**src/rtl/seg_pkg.sv**
```systemverilog
// Shared types and constants for the six-digit seven-segment display controller.
package seg_pkg;

    typedef enum logic [2:0] {
        IDLE,
        LOAD,
        CONVERT,
        FORMAT,
        HOLD
    } seg_state_e;

    localparam int         SEG_NUM_DIGITS = 6;
    localparam int         SEG_VAL_W      = 20;
    localparam int         SEG_BCD_W      = 4 * SEG_NUM_DIGITS;
    localparam int         SEG_STEPS      = 20;
    localparam logic [4:0] SEG_CODE_BLANK = 5'd20;
    localparam logic [4:0] SEG_DP_OFFSET  = 5'd10;
    localparam logic [19:0] SEG_VAL_MAX   = 20'd999999;

    // Double-dabble correction applied to one BCD nibble before each shift.
    function automatic logic [3:0] dd_adjust(input logic [3:0] n);
        return (n >= 4'd5) ? n + 4'd3 : n;
    endfunction

endpackage

```
**src/rtl/seg_display_ctrl_bin2bcd.sv**
```systemverilog
// Sequential double-dabble: 20 shift steps turn a 20-bit binary value into six BCD nibbles.
module bin2bcd_seq
    import seg_pkg::*;
(
    input  logic                 clk,
    input  logic                 rst_n,
    input  logic                 start,
    input  logic [SEG_VAL_W-1:0] value,
    output logic                 done,
    output logic [SEG_BCD_W-1:0] bcd
);

    logic [SEG_VAL_W-1:0] shift_q, shift_d;
    logic [SEG_BCD_W-1:0] bcd_q, bcd_d;
    logic [4:0]           step_q, step_d;
    logic [SEG_BCD_W-1:0] adj;

    // step_q parks at SEG_STEPS while idle, so the converter is inert until started.
    always_comb begin
        shift_d = shift_q;
        bcd_d   = bcd_q;
        step_d  = step_q;
        adj     = bcd_q;
        for (int i = 0; i < SEG_NUM_DIGITS; i++) begin
            adj[i*4 +: 4] = dd_adjust(bcd_q[i*4 +: 4]);
        end
        if (start) begin
            shift_d = value;
            bcd_d   = '0;
            step_d  = '0;
        end else if (step_q != 5'(SEG_STEPS)) begin
            bcd_d   = {adj[SEG_BCD_W-2:0], shift_q[SEG_VAL_W-1]};
            shift_d = {shift_q[SEG_VAL_W-2:0], 1'b0};
            step_d  = step_q + 5'd1;
        end
    end

    always_ff @(posedge clk or negedge rst_n) begin
        if (!rst_n) begin
            shift_q <= '0;
            bcd_q   <= '0;
            step_q  <= 5'(SEG_STEPS);
        end else begin
            shift_q <= shift_d;
            bcd_q   <= bcd_d;
            step_q  <= step_d;
        end
    end

    // High in the cycle whose closing edge performs the final step.
    assign done = (step_q == 5'(SEG_STEPS - 1));
    assign bcd  = bcd_q;

endmodule

```
**src/rtl/seg_display_ctrl.sv**
```systemverilog
// Round-robin display controller: arbitrate, convert to BCD, format six digit codes, hold.
// Leading-zero blanking is enabled by defining SEG_LZB_EN.
module seg_display_ctrl
    import seg_pkg::*;
#(
    parameter int unsigned HOLD_CYCLES = 1000000,
    parameter int          VAL_W       = 20
) (
    input  logic             clk,
    input  logic             rst_n,
    input  logic             req0,
    input  logic             req1,
    input  logic [VAL_W-1:0] val0,
    input  logic [VAL_W-1:0] val1,
    input  logic [2:0]       dp0,
    input  logic [2:0]       dp1,
    output logic             ack0,
    output logic             ack1,
    output logic             busy,
    output logic             owner,
    output logic [4:0]       digit0,
    output logic [4:0]       digit1,
    output logic [4:0]       digit2,
    output logic [4:0]       digit3,
    output logic [4:0]       digit4,
    output logic [4:0]       digit5
);

    localparam logic [31:0] HOLD_LAST = (HOLD_CYCLES == 0) ? 32'd0 : 32'(HOLD_CYCLES - 1);

    seg_state_e                     state_q, state_d;
    logic                           last_q, last_d;
    logic                           gnt_q, gnt_d;
    logic                           ack0_q, ack0_d, ack1_q, ack1_d;
    logic                           owner_q, owner_d;
    logic [2:0]                     dp_q, dp_d;
    logic [31:0]                    hold_q, hold_d;
    logic [SEG_NUM_DIGITS-1:0][4:0] digits_q, digits_d;
    logic [SEG_NUM_DIGITS-1:0][4:0] fmt_code;
    logic [SEG_VAL_W-1:0]           sel_val, sat_val;
    logic [SEG_BCD_W-1:0]           conv_bcd;
    logic                           conv_done;
    logic                           win1;
`ifdef SEG_LZB_EN
    logic                           lead;
`endif

    assign sel_val = gnt_q ? val1 : val0;
    assign sat_val = (sel_val > SEG_VAL_MAX) ? SEG_VAL_MAX : sel_val;
    // On a tie the port that did not win last time gets the grant.
    assign win1    = req1 && (!req0 || !last_q);

    bin2bcd_seq u_bin2bcd (
        .clk   (clk),
        .rst_n (rst_n),
        .start (state_q == LOAD),
        .value (sat_val),
        .done  (conv_done),
        .bcd   (conv_bcd)
    );

    always_comb begin
        fmt_code = '0;
`ifdef SEG_LZB_EN
        lead = 1'b1;
`endif
        for (int i = SEG_NUM_DIGITS - 1; i >= 0; i--) begin
            fmt_code[i] = {1'b0, conv_bcd[i*4 +: 4]} + ((3'(i) == dp_q) ? SEG_DP_OFFSET : 5'd0);
`ifdef SEG_LZB_EN
            if (lead && conv_bcd[i*4 +: 4] == 4'd0 && i != 0 && 3'(i) > dp_q) begin
                fmt_code[i] = SEG_CODE_BLANK;
            end else begin
                lead = 1'b0;
            end
`endif
        end
    end

    always_comb begin
        state_d  = state_q;
        last_d   = last_q;
        gnt_d    = gnt_q;
        ack0_d   = 1'b0;
        ack1_d   = 1'b0;
        owner_d  = owner_q;
        dp_d     = dp_q;
        hold_d   = hold_q;
        digits_d = digits_q;
        case (state_q)
            IDLE: begin
                if (req0 || req1) begin
                    state_d = LOAD;
                    gnt_d   = win1;
                    last_d  = win1;
                    ack0_d  = !win1;
                    ack1_d  = win1;
                end
            end
            LOAD: begin
                dp_d    = gnt_q ? dp1 : dp0;
                state_d = CONVERT;
            end
            CONVERT: begin
                if (conv_done) state_d = FORMAT;
            end
            FORMAT: begin
                digits_d = fmt_code;
                owner_d  = gnt_q;
                hold_d   = '0;
                state_d  = (HOLD_CYCLES == 0) ? IDLE : HOLD;
            end
            HOLD: begin
                if (hold_q == HOLD_LAST) begin
                    hold_d  = '0;
                    state_d = IDLE;
                end else begin
                    hold_d = hold_q + 32'd1;
                end
            end
            default: state_d = IDLE;
        endcase
    end

    always_ff @(posedge clk or negedge rst_n) begin
        if (!rst_n) begin
            state_q  <= IDLE;
            last_q   <= 1'b1;
            gnt_q    <= 1'b0;
            ack0_q   <= 1'b0;
            ack1_q   <= 1'b0;
            owner_q  <= 1'b0;
            dp_q     <= 3'd7;
            hold_q   <= '0;
            digits_q <= {SEG_NUM_DIGITS{SEG_CODE_BLANK}};
        end else begin
            state_q  <= state_d;
            last_q   <= last_d;
            gnt_q    <= gnt_d;
            ack0_q   <= ack0_d;
            ack1_q   <= ack1_d;
            owner_q  <= owner_d;
            dp_q     <= dp_d;
            hold_q   <= hold_d;
            digits_q <= digits_d;
        end
    end

    assign ack0   = ack0_q;
    assign ack1   = ack1_q;
    assign busy   = (state_q != IDLE);
    assign owner  = owner_q;
    assign digit0 = digits_q[0];
    assign digit1 = digits_q[1];
    assign digit2 = digits_q[2];
    assign digit3 = digits_q[3];
    assign digit4 = digits_q[4];
    assign digit5 = digits_q[5];

endmodule
```
**config.mk**
```make
export PLATFORM = sky130hd
export DESIGN_NAME = seg_display_ctrl
export DESIGN_NICKNAME = d
export VERILOG_FILES = /design/src/rtl/seg_pkg.sv /design/src/rtl/seg_display_ctrl_bin2bcd.sv /design/src/rtl/seg_display_ctrl.sv
export SDC_FILE = /design/constraint.sdc
export NUM_CORES = 1
export LEC_CHECK = 0
export CAP_MARGIN = 10
export CELL_PAD_IN_SITES_DETAIL_PLACEMENT = 2
export CELL_PAD_IN_SITES_GLOBAL_PLACEMENT = 2
export CORE_MARGIN = 3
export CORE_UTILIZATION = 38
export DETAILED_ROUTE_END_ITERATION = 6
export PLACE_DENSITY = 0.82
export SLEW_MARGIN = 20
export SYNTH_ARGS = -nofsm -noshare
export SYNTH_HDL_FRONTEND = slang
export SYNTH_SLANG_ARGS = --single-unit
```
**constraint.sdc**
```tcl
create_clock -name clk -period 6.51 [get_ports clk]
set_input_delay 1.302 -clock clk [delete_from_list [all_inputs] [get_ports clk]]
set_output_delay 1.302 -clock clk [all_outputs]
set_load 0.01 [all_outputs]
```
==> results.ini, run 1 <==
[run_status]
status=complete, no violations

[synth]
synth_edf_count=0
synthCells=709
syn_area_sq_um=6650
seq_area_frac_synth=0.462
async_reset_ff_frac=1.00
synth-seq-cells=122
ys_warn_count=0
ys_types=51
syn_avg_cell_area_sq_um=9.38
syn_nets=792
yosys_most_used_dff=dfrtp_1

[floorplan]
die_area_sq_um=19100
core_sq_um=16900
die_h_um=138
rows=47
initial_core_util=0.394
fp.dieW_um=138
num_io_pins=84

[hold_path]
hp-class=reg -> reg

[sta]
finalMaxSlewViolations=0
timing.fmax_mhz=303
finClkSkew_ns=0.00913
worst_pin_slew_ns=1.13
slew-limit-headroom=0.242
finalHoldViolCount=0
finalCritPeriodShare=0.507
holdWs_ns=0.465
rsz0062_at_grt=false
final.setup.tns_ns=0
fin_crit_ns=3.30
setup_viol=0

[setup_path]
arrival_ns=2.00
critPathTopFamily=buffers and inverters
reg2reg_to=hold_q[21]$_DFFE_PN0P_
path_class=reg -> out
endpoint=busy
critPathMaxStageDelay_ns=0.50
startpoint=state_q[1]$_DFFE_PN0P_
crit_path_end_kind=output pin
r2r_setup_slack_ns=3.59
r2r_cells=5
cp.required_ns=5.21
worst_path_max_delay_cell=dfrtp_1
path_cells=nor3_1, inv_1, clkdlybuf4s50_1
cp-start-kind=register
crit_cells=3
crit_fanout=10
critPathBufInv=2
timing.rr.start=hold_q[27]$_DFFE_PN0P_

[pwr]
pwr-share-clk=0.285
p_int_mw=2.41
sw_frac_of_total=0.367
power.share.sequential=0.345
irDropWorstVdd_mv=0.223
comb_power_share=0.370
power.net_switching_mw=1.40
powerDensity_nw_per_um2=459
leakage_nw=3.69

[global_route]
grt_pass1_vias=6560
grt_antenna_before_repair=0
grt-ovfl-total=0
grt_start_max_net_pins=74
grt_pass1_wl_mm=35.9
track_usage=0.232

[cells_and_area]
n_antenna_cell=0
stdcell_area_sq_um=8320
drive_gt1_frac=0.0884
fillCellCount=1756
seqCellArea_sq_um=3080
area_growth_pct=25.1
nNetsFinal=862
multi_input_area_sq_um=3350

[detailed_routing]
ant_nets=0
drtIter0Drc=255
dr.pass1.iters=4
vias=5814
drt-wirelength-per-cell_um=21.2
routed_wl_mm=21.5
drc=0
via_per_inst=5.75

[clocking]
cts_buffers=17
htree_levels=4
insertion_delay_ns=0.43
cts_hold_buffers=0
cts.repair.resized=0
clockBufferDepth=2
path_clk_slew_ns=0.06
clock-sinks=122
cts_root_buffer=clkbuf_16
cts_tree=done
postCtsSetupBuffers=0

[placement]
detailed_place_hpwl_mm=13.9
portBuffers=83
gp_congestion=0.804
placed_cell_area_sq_um=7650

[flow_run]
cap_violations=0

==> worst reg2reg max path, delay by kind of cell (launching register included) <==
family	cells	cell delay [ns]
simple gates	3	1.73
compound gates	2	0.55
flops	1	0.47
==> how the worst min path moves through the flow <==
stage                                startpoint                     to  slack (ns)  depth (start not counted)
final                     digit1[2]$_DFFE_PN1P_  digit1[2]$_DFFE_PN1P_        0.46                          2
after global routing      digit1[2]$_DFFE_PN1P_  digit1[2]$_DFFE_PN1P_        0.48                          2
after CTS                 digit1[2]$_DFFE_PN1P_  digit1[2]$_DFFE_PN1P_        0.47                          2
after detailed placement  digit1[2]$_DFFE_PN1P_  digit1[2]$_DFFE_PN1P_        0.46                          2
after global placement    digit5[2]$_DFFE_PN1P_  digit5[2]$_DFFE_PN1P_        0.45                          2
after floorplan           digit0[2]$_DFFE_PN1P_  digit0[2]$_DFFE_PN1P_        0.46                          2
==> power groups by stage <==
| stage | logic, mW | registers (mW) | clock network [mW] |
|---|---|---|---|
| global route | 1.60 | 1.36 | 1.15 |
| CTS | 1.44 | 1.32 | 1.10 |
| floorplan | 0.896 | 1.25 | 0 |
| global placement | 1.31 | 1.29 | 0 |
| detailed placement | 1.39 | 1.31 | 0 |
| finish | 1.41 | 1.31 | 1.09 |
==> placed cells by master (no fill, tap or decap), drive strengths merged, types with 11 or more instances in the layout <==
| cell | count |
|---|---|
| nand3 | 21 |
| clkdlybuf4s50 | 82 |
| nand2 | 127 |
| ha | 33 |
| and3 | 16 |
| a21oi | 42 |
| clkbuf | 26 |
| inv | 18 |
| dfrtp | 104 |
| o21ai | 40 |
| dfstp | 18 |
| mux2i | 34 |
| nand4 | 12 |
| xnor2 | 20 |
| nand3b | 11 |
| nor3 | 12 |
| nor2 | 37 |
| a31oi | 29 |
==> metal layers <==
layer | wire [um] | GRT usage | up-vias
met5 | 0 | 0 | -
met4 | 165 | 0.0478 | 0
met3 | 911 | 0.0563 | 10
met2 | 10800 | 0.402 | 142
met1 | 9580 | 0.297 | 2991
li1 | - | - | 2671
==> cell families (layout without fill, tap and decap cells) <==
| group | after synthesis | count (layout) | synth area share |
|---|---|---|---|
| AND/OR/NAND/NOR | 284 | 284 | 0.212 |
| AO/OA/AOI/OAI | 148 | 148 | 0.135 |
| flip-flops | 122 | 122 | 0.462 |
| buffers and inverters | 57 | 140 | 0.0356 |
| multiplexers | 36 | 36 | 0.0546 |
| adder cells (fa/ha/maj) | 33 | 33 | 0.0621 |
| XOR/XNOR | 29 | 29 | 0.0382 |
==> stage by stage <==
step / power (mW) / instances / util / worst slack [ns]
6_report: 3.82 / 1012 / 0.493 / 3.21
5_1_grt: 4.10 / 1012 / 0.493 / 3.09
4_1_cts: 3.86 / 1012 / 0.493 / 3.17
3_5_place_dp: 2.70 / 980 / 0.453 / 3.37
3_3_place_gp: 2.59 / 980 / 0.453 / 3.45
2_1_floorplan: 2.15 / 709 / - / 4.09
==> sequential cells by signal, summed over array words and instances, names as in the netlist <==
register / count
digit3: 5
ack0: 1
ack1: 1
hold_q: 32
last_q: 1
u_bin2bcd.bcd: 24
digit4: 5
digit2: 5
digit1: 5
gnt_q: 1
state_q: 3
digit0: 5
u_bin2bcd.step_q: 5
u_bin2bcd.shift_q: 20
digit5: 5
dp_q: 3
owner: 1
==> Yosys cell counts, types with 4 or more instances <==
| master | n | share of area |
|---|---|---|
| a211oi_1 | 9 | 0.010 |
| a21oi_1 | 42 | 0.032 |
| a31oi_1 | 29 | 0.027 |
| a32oi_1 | 6 | 0.0079 |
| a41oi_1 | 4 | 0.0053 |
| and2_1 | 8 | 0.0075 |
| and3_1 | 16 | 0.015 |
| buf_2 | 6 | 0.0045 |
| clkbuf_1 | 29 | 0.016 |
| dfrtp_1 | 104 | 0.39 |
| dfstp_2 | 18 | 0.071 |
| ha_1 | 33 | 0.062 |
| inv_1 | 18 | 0.010 |
| mux2i_1 | 34 | 0.051 |
| nand2_1 | 127 | 0.072 |
| nand2b_1 | 6 | 0.0056 |
| nand3_1 | 21 | 0.016 |
| nand3b_1 | 11 | 0.012 |
| nand4_1 | 12 | 0.011 |
| nor2_1 | 37 | 0.021 |
| nor3_1 | 12 | 0.0090 |
| nor3b_1 | 7 | 0.0079 |
| nor4_1 | 8 | 0.0075 |
| o21ai_0 | 39 | 0.029 |
| o22ai_1 | 8 | 0.0075 |
| xnor2_1 | 20 | 0.026 |
| xor2_1 | 9 | 0.012 |
==> final cells by class <==
type,count,area share
clock buffer,26,0.0624
clock inverter,6,0.0186
inverter,18,0.00812
multi-input combinational,530,0.402
sequential,122,0.370
tap,220,0.0331
timing repair buffer,90,0.106
No activity file was read; power rests on OpenSTA's default activity.
==> inputs of run 2 (changes only) <==
Settings changed: CORE_UTILIZATION 38 to 35, PLACE_DENSITY 0.82 to 0.76.
Clock period 6.51 ns to 3.4 ns, I/O delays scaled along.
==> results.ini, run 2 (synthesis results as in run 1) <==
[setup_path]
cp.required_ns=3.66  ; -1.55 ns
worst_path_max_delay_cell=or4_1
path_cells=ha_1, and4bb_1, nand4_1, or4_1, a41oi_1, a31oi_1
arrival_ns=3.01  ; +1.01 ns
crit_fanout=27  ; +17
cp-start-kind=register
path_class=reg -> reg
crit_path_end_kind=register
reg2reg_to=hold_q[26]$_DFFE_PN0P_
r2r_cells=6  ; +1
timing.rr.start=hold_q[0]$_DFFE_PN0P_
critPathMaxStageDelay_ns=0.99  ; +0.49 ns
r2r_setup_slack_ns=0.65  ; -2.94 ns

[global_route]
grt_pass1_vias=6523  ; -0.56%
grt-ovfl-total=0  ; unchanged
track_usage=0.216  ; -0.0164
grt_antenna_before_repair=0  ; unchanged
grt_start_max_net_pins=78  ; +5.4%
grt_pass1_wl_mm=35.1  ; -2.2%

[pwr]
irDropWorstVdd_mv=0.416  ; +86%
comb_power_share=0.376  ; +0.006
leakage_nw=3.67  ; -0.48%
powerDensity_nw_per_um2=851  ; +86%
p_int_mw=4.39  ; +82%
power.net_switching_mw=2.69  ; +92%
pwr-share-clk=0.262  ; -0.023
power.share.sequential=0.361  ; +0.016
sw_frac_of_total=0.380  ; +0.0126

[cells_and_area]
area_growth_pct=25.0  ; about the same
layout_commonest_cell=nand2_1
mostFrequentLayoutCells=127 x nand2_1, 104 x dfrtp_1, 82 x clkdlybuf4s50_1, 42 x a21oi_1, 39 x o21ai_0
largest_reg_flops=32  ; unchanged
drive_gt1_frac=0.0979  ; +0.00948
regMostFlops=hold_q
n_antenna_cell=0  ; unchanged
fin_util=0.454  ; -0.0393
nNetsFinal=867  ; +0.58%

[floorplan]
core_sq_um=18300  ; +8.6%
num_io_pins=84  ; unchanged
fp.dieW_um=144  ; +4.0%
rows=49  ; +4.3%
initial_core_util=0.363  ; -0.0313
die_h_um=144  ; +4.0%
die_area_sq_um=20700  ; +8.2%

[clocking]
path_clk_slew_ns=0.06  ; about the same
cts_hold_buffers=0  ; unchanged
insertion_delay_ns=0.42  ; about the same
clockBufferDepth=2  ; unchanged
cts_root_buffer=clkbuf_16
cts_tree=done
clock-sinks=122  ; unchanged
htree_levels=4  ; unchanged
cts_buffers=17  ; unchanged
cts.repair.resized=0  ; unchanged
postCtsSetupBuffers=0  ; unchanged

[sta]
finClkSkew_ns=0.00651  ; -0.00263 ns
finalCritPeriodShare=0.810
timing.fmax_mhz=363
slew-limit-headroom=0.376  ; +0.134
finalHoldViolCount=0  ; unchanged
finalMaxSlewViolations=0  ; unchanged
fin_crit_ns=2.75
worst_pin_slew_ns=0.936  ; -0.191 ns
setup_viol=0  ; unchanged
rsz0062_at_grt=false
final.setup.tns_ns=0  ; unchanged

[hold_path]
hp-class=in -> async

[placement]
gp_congestion=0.824  ; +2.4%
detailed_place_hpwl_mm=14.5  ; +4.3%
portBuffers=83  ; unchanged

[detailed_routing]
drc=0  ; unchanged
routed_wl_mm=21.2  ; -1.4%
vias=5824  ; +0.17%
via_per_inst=5.68  ; -1.2%
ant_nets=0  ; unchanged
drtIter0Drc=255  ; unchanged
dr.pass1.iters=4  ; unchanged
drt-wirelength-per-cell_um=20.7  ; -2.8%

[run_status]
status=complete, no violations

[flow_run]
cap_violations=0  ; unchanged

## run 2: power by group through the flow
stage | Combinational [mW] | Sequential [mW] | Clock, mW
after detailed placement | 2.66 | 2.57 | 0
after global placement | 2.49 | 2.52 | 0
after global routing | 3.02 | 2.64 | 1.97
after floorplan | 1.71 | 2.39 | 0
after CTS | 2.72 | 2.56 | 1.90
final | 2.66 | 2.56 | 1.86
## run 2: worst max-delay path by stage
stage	start	slack (ns)	cells past startpoint	end
5_1_grt	hold_q[1]$_DFFE_PN0P_	0.46	6	hold_q[26]$_DFFE_PN0P_
4_1_cts	hold_q[0]$_DFFE_PN0P_	0.63	6	hold_q[26]$_DFFE_PN0P_
3_3_place_gp	hold_q[0]$_DFFE_PN0P_	0.82	6	hold_q[26]$_DFFE_PN0P_
2_1_floorplan	hold_q[0]$_DFFE_PN0P_	1.29	7	hold_q[1]$_DFFE_PN0P_
6_report	hold_q[0]$_DFFE_PN0P_	0.65	6	hold_q[26]$_DFFE_PN0P_
3_5_place_dp	hold_q[0]$_DFFE_PN0P_	0.63	6	hold_q[26]$_DFFE_PN0P_
## run 2: worst max-delay path, delay by kind of cell (launching register included)
kind	cells	cell delay (ns)
simple gates	3	1.37
fa+ha+maj	1	0.30
flops	1	0.44
compound gates	2	0.48
## run 2: metal layers
metal | part of all wire | wire length (um) | global-route usage
met2 | 0.50 | 10500 | 0.366
met5 | 0 | 0 | 0
met4 | 0.013 | 275 | 0.0590
met3 | 0.032 | 679 | 0.0416
met1 | 0.46 | 9700 | 0.281
## run 2: metrics by stage
stage	cells	setup WS [ns]	instance area, sq um	power (mW)	hold slack (ns)
global route	1026	0.460	8320	7.62	0.0278
floorplan	709	1.29	6650	4.11	0.384
CTS	1026	0.627	8320	7.18	0.0275
detailed placement	994	0.635	7710	5.23	0.458
finish	1026	0.646	8320	7.08	0.0457
global placement	994	0.824	7710	5.01	0.452
## run 2: final cells by class
class	instances	area, sq um
Fill cell	1957	10000
Multi-Input combinational cell	530	3350
Sequential cell	122	3080
Timing Repair Buffer	95	931
Clock buffer	22	494
Tap cell	229	287
Clock inverter	10	115
Inverter	18	67.6
==> inputs of run 3 (changes only) <==
Settings changed: CORE_UTILIZATION 35 to 32, PLACE_DENSITY 0.76 to 0.73.
Clock period 3.4 ns to 2.5 ns, I/O delays scaled along.
==> results.ini, run 3 (synthesis results as in run 1) <==
[run_status]
status=complete, no violations

[placement]
portBuffers=83  ; unchanged
dp_slack_ns=0.0978  ; -0.537 ns
gp_congestion=0.780  ; -5.3%
detailed_place_hpwl_mm=15.5  ; +6.5%

[cells_and_area]
layout_commonest_cell=nand2_1
fillCellCount=2211  ; +13%
mostFrequentLayoutCells=127 x nand2_1, 104 x dfrtp_1, 82 x clkdlybuf4s50_1, 42 x a21oi_1, 39 x o21ai_0
area_growth_pct=28.3
nNetsFinal=881  ; +1.6%
drive_gt1_frac=0.115  ; +0.0168
largest_reg_flops=32  ; unchanged
regMostFlops=hold_q
n_antenna_cell=0  ; unchanged

[sta]
fin_crit_ns=2.40
finalMaxSlewViolations=0  ; unchanged
finalCritPeriodShare=0.961
worst_pin_slew_ns=0.785  ; -0.151 ns
final.setup.tns_ns=0  ; unchanged
slew-limit-headroom=0.463  ; +0.0870
setup_viol=0  ; unchanged
rsz0062_at_grt=false
finalHoldViolCount=0  ; unchanged
timing.fmax_mhz=416
finClkSkew_ns=0.00857  ; +0.00207 ns
layout_setup_ws_ns=0.0969  ; -0.549 ns

[clocking]
path_clk_slew_ns=0.06  ; about the same
cts_buffers=17  ; unchanged
clock-sinks=122  ; unchanged
postCtsSetupBuffers=0  ; unchanged
insertion_delay_ns=0.42  ; about the same
cts_root_buffer=clkbuf_16
htree_levels=4  ; unchanged
cts_hold_buffers=0  ; unchanged
clockBufferDepth=2  ; unchanged
cts_tree=done

[global_route]
grt_antenna_before_repair=0  ; unchanged
grt_pass1_vias=6556  ; +0.51%
grt_pass1_wl_mm=34.5  ; -1.7%
track_usage=0.194  ; -0.0212
grt-ovfl-total=0  ; unchanged
grt_start_max_net_pins=51  ; -35%

[setup_path]
cp-start-kind=register
cp.required_ns=2.00  ; -1.66 ns
endpoint=busy
path_class=reg -> out
r2r_setup_slack_ns=0.13  ; -0.52 ns
reg2reg_to=hold_q[26]$_DFFE_PN0P_
crit_path_end_kind=output pin
timing.rr.start=hold_q[0]$_DFFE_PN0P_
arrival_ns=1.90  ; -1.11 ns
startpoint=state_q[1]$_DFFE_PN0P_
r2r_cells=7  ; +1
crit_fanout=6  ; -78%

[detailed_routing]
drc=0  ; unchanged
drtIter0Drc=234  ; -8.2%
vias=5749  ; -1.3%
routed_wl_mm=20.9  ; -1.2%
dr.pass1.iters=4  ; unchanged
ant_nets=0  ; unchanged
via_per_inst=5.32  ; -6.3%
drt-wirelength-per-cell_um=19.4  ; -6.2%

[pwr]
leakage_nw=3.76  ; +2.4%
power.total_mw=9.83  ; +39%
powerDensity_nw_per_um2=1150  ; +35%
irDropWorstVdd_mv=0.545  ; +31%

[flow_run]
cap_violations=0  ; unchanged

[floorplan]
num_io_pins=84  ; unchanged
initial_core_util=0.328  ; -0.0352
die_area_sq_um=22600  ; +9.0%
fp.dieW_um=150  ; +4.4%
core_sq_um=20300  ; +11%
rows=52  ; +6.1%
die_h_um=150  ; +4.4%

[hold_path]
hp-class=in -> async

[run 3: cell type report]
class | count | area [sq um] | area share
multi-input cells | 530 | 3350 | 0.393
flip-flops and latches | 122 | 3080 | 0.360
repair buffers | 109 | 1060 | 0.124
clock buffers | 21 | 470 | 0.0551
well taps | 270 | 338 | 0.0396
clock inverters | 11 | 168 | 0.0196
inverters | 18 | 67.6 | 0.00792
[run 3: metal layers]
metal	wire length, um	share of wire	GRT usage
met5	0	0	0
met4	280	0.013	0.0558
met3	702	0.034	0.0403
met2	10500	0.50	0.341
met1	9430	0.45	0.242
[run 3: repair_timing]
item,CTS,global route
pin swaps,0,0
endpoints found under the setup margin,1,3
gates resized for setup,1,1
[run 3: metrics by stage]
stage	instance area [sq um]	std cells	hold WS (ns)	utilization
after floorplan	6650	709	0.204	-
after global placement	7890	1049	0.450	0.389
after detailed placement	7890	1049	0.457	0.389
after CTS	8530	1081	0.0486	0.420
after global routing	8530	1081	0.0688	0.420
final	8530	1081	0.0485	0.420
[run 3: worst min-delay path by stage]
stage,cells past startpoint,end,startpoint
detailed placement,2,digit1[2]$_DFFE_PN1P_,digit1[2]$_DFFE_PN1P_
floorplan,0,ack0$_DFF_PN0_,rst_n
CTS,1,u_bin2bcd.shift_q[17]$_DFFE_PN0P_,rst_n
global placement,2,digit3[2]$_DFFE_PN1P_,digit3[2]$_DFFE_PN1P_
global route,1,u_bin2bcd.bcd[22]$_DFFE_PN0P_,rst_n
finish,1,u_bin2bcd.bcd[2]$_DFFE_PN0P_,rst_n
[run 3: report_power, final]
part           total (mW)  internal, mW  switching [mW]  leakage, nW
clock network        2.67          1.74           0.930        0.297
registers            3.40          2.73           0.674         1.54
logic                3.75          1.72            2.03         1.92
total                9.83          6.19            3.64         3.76
[run 3: worst max-delay path, stage by stage (launching register included)]
cell             delay, ns
dfrtp_1               0.44
buf_4                 0.19
nor3_2                0.29
inv_1                 0.08
clkdlybuf4s50_1       0.49
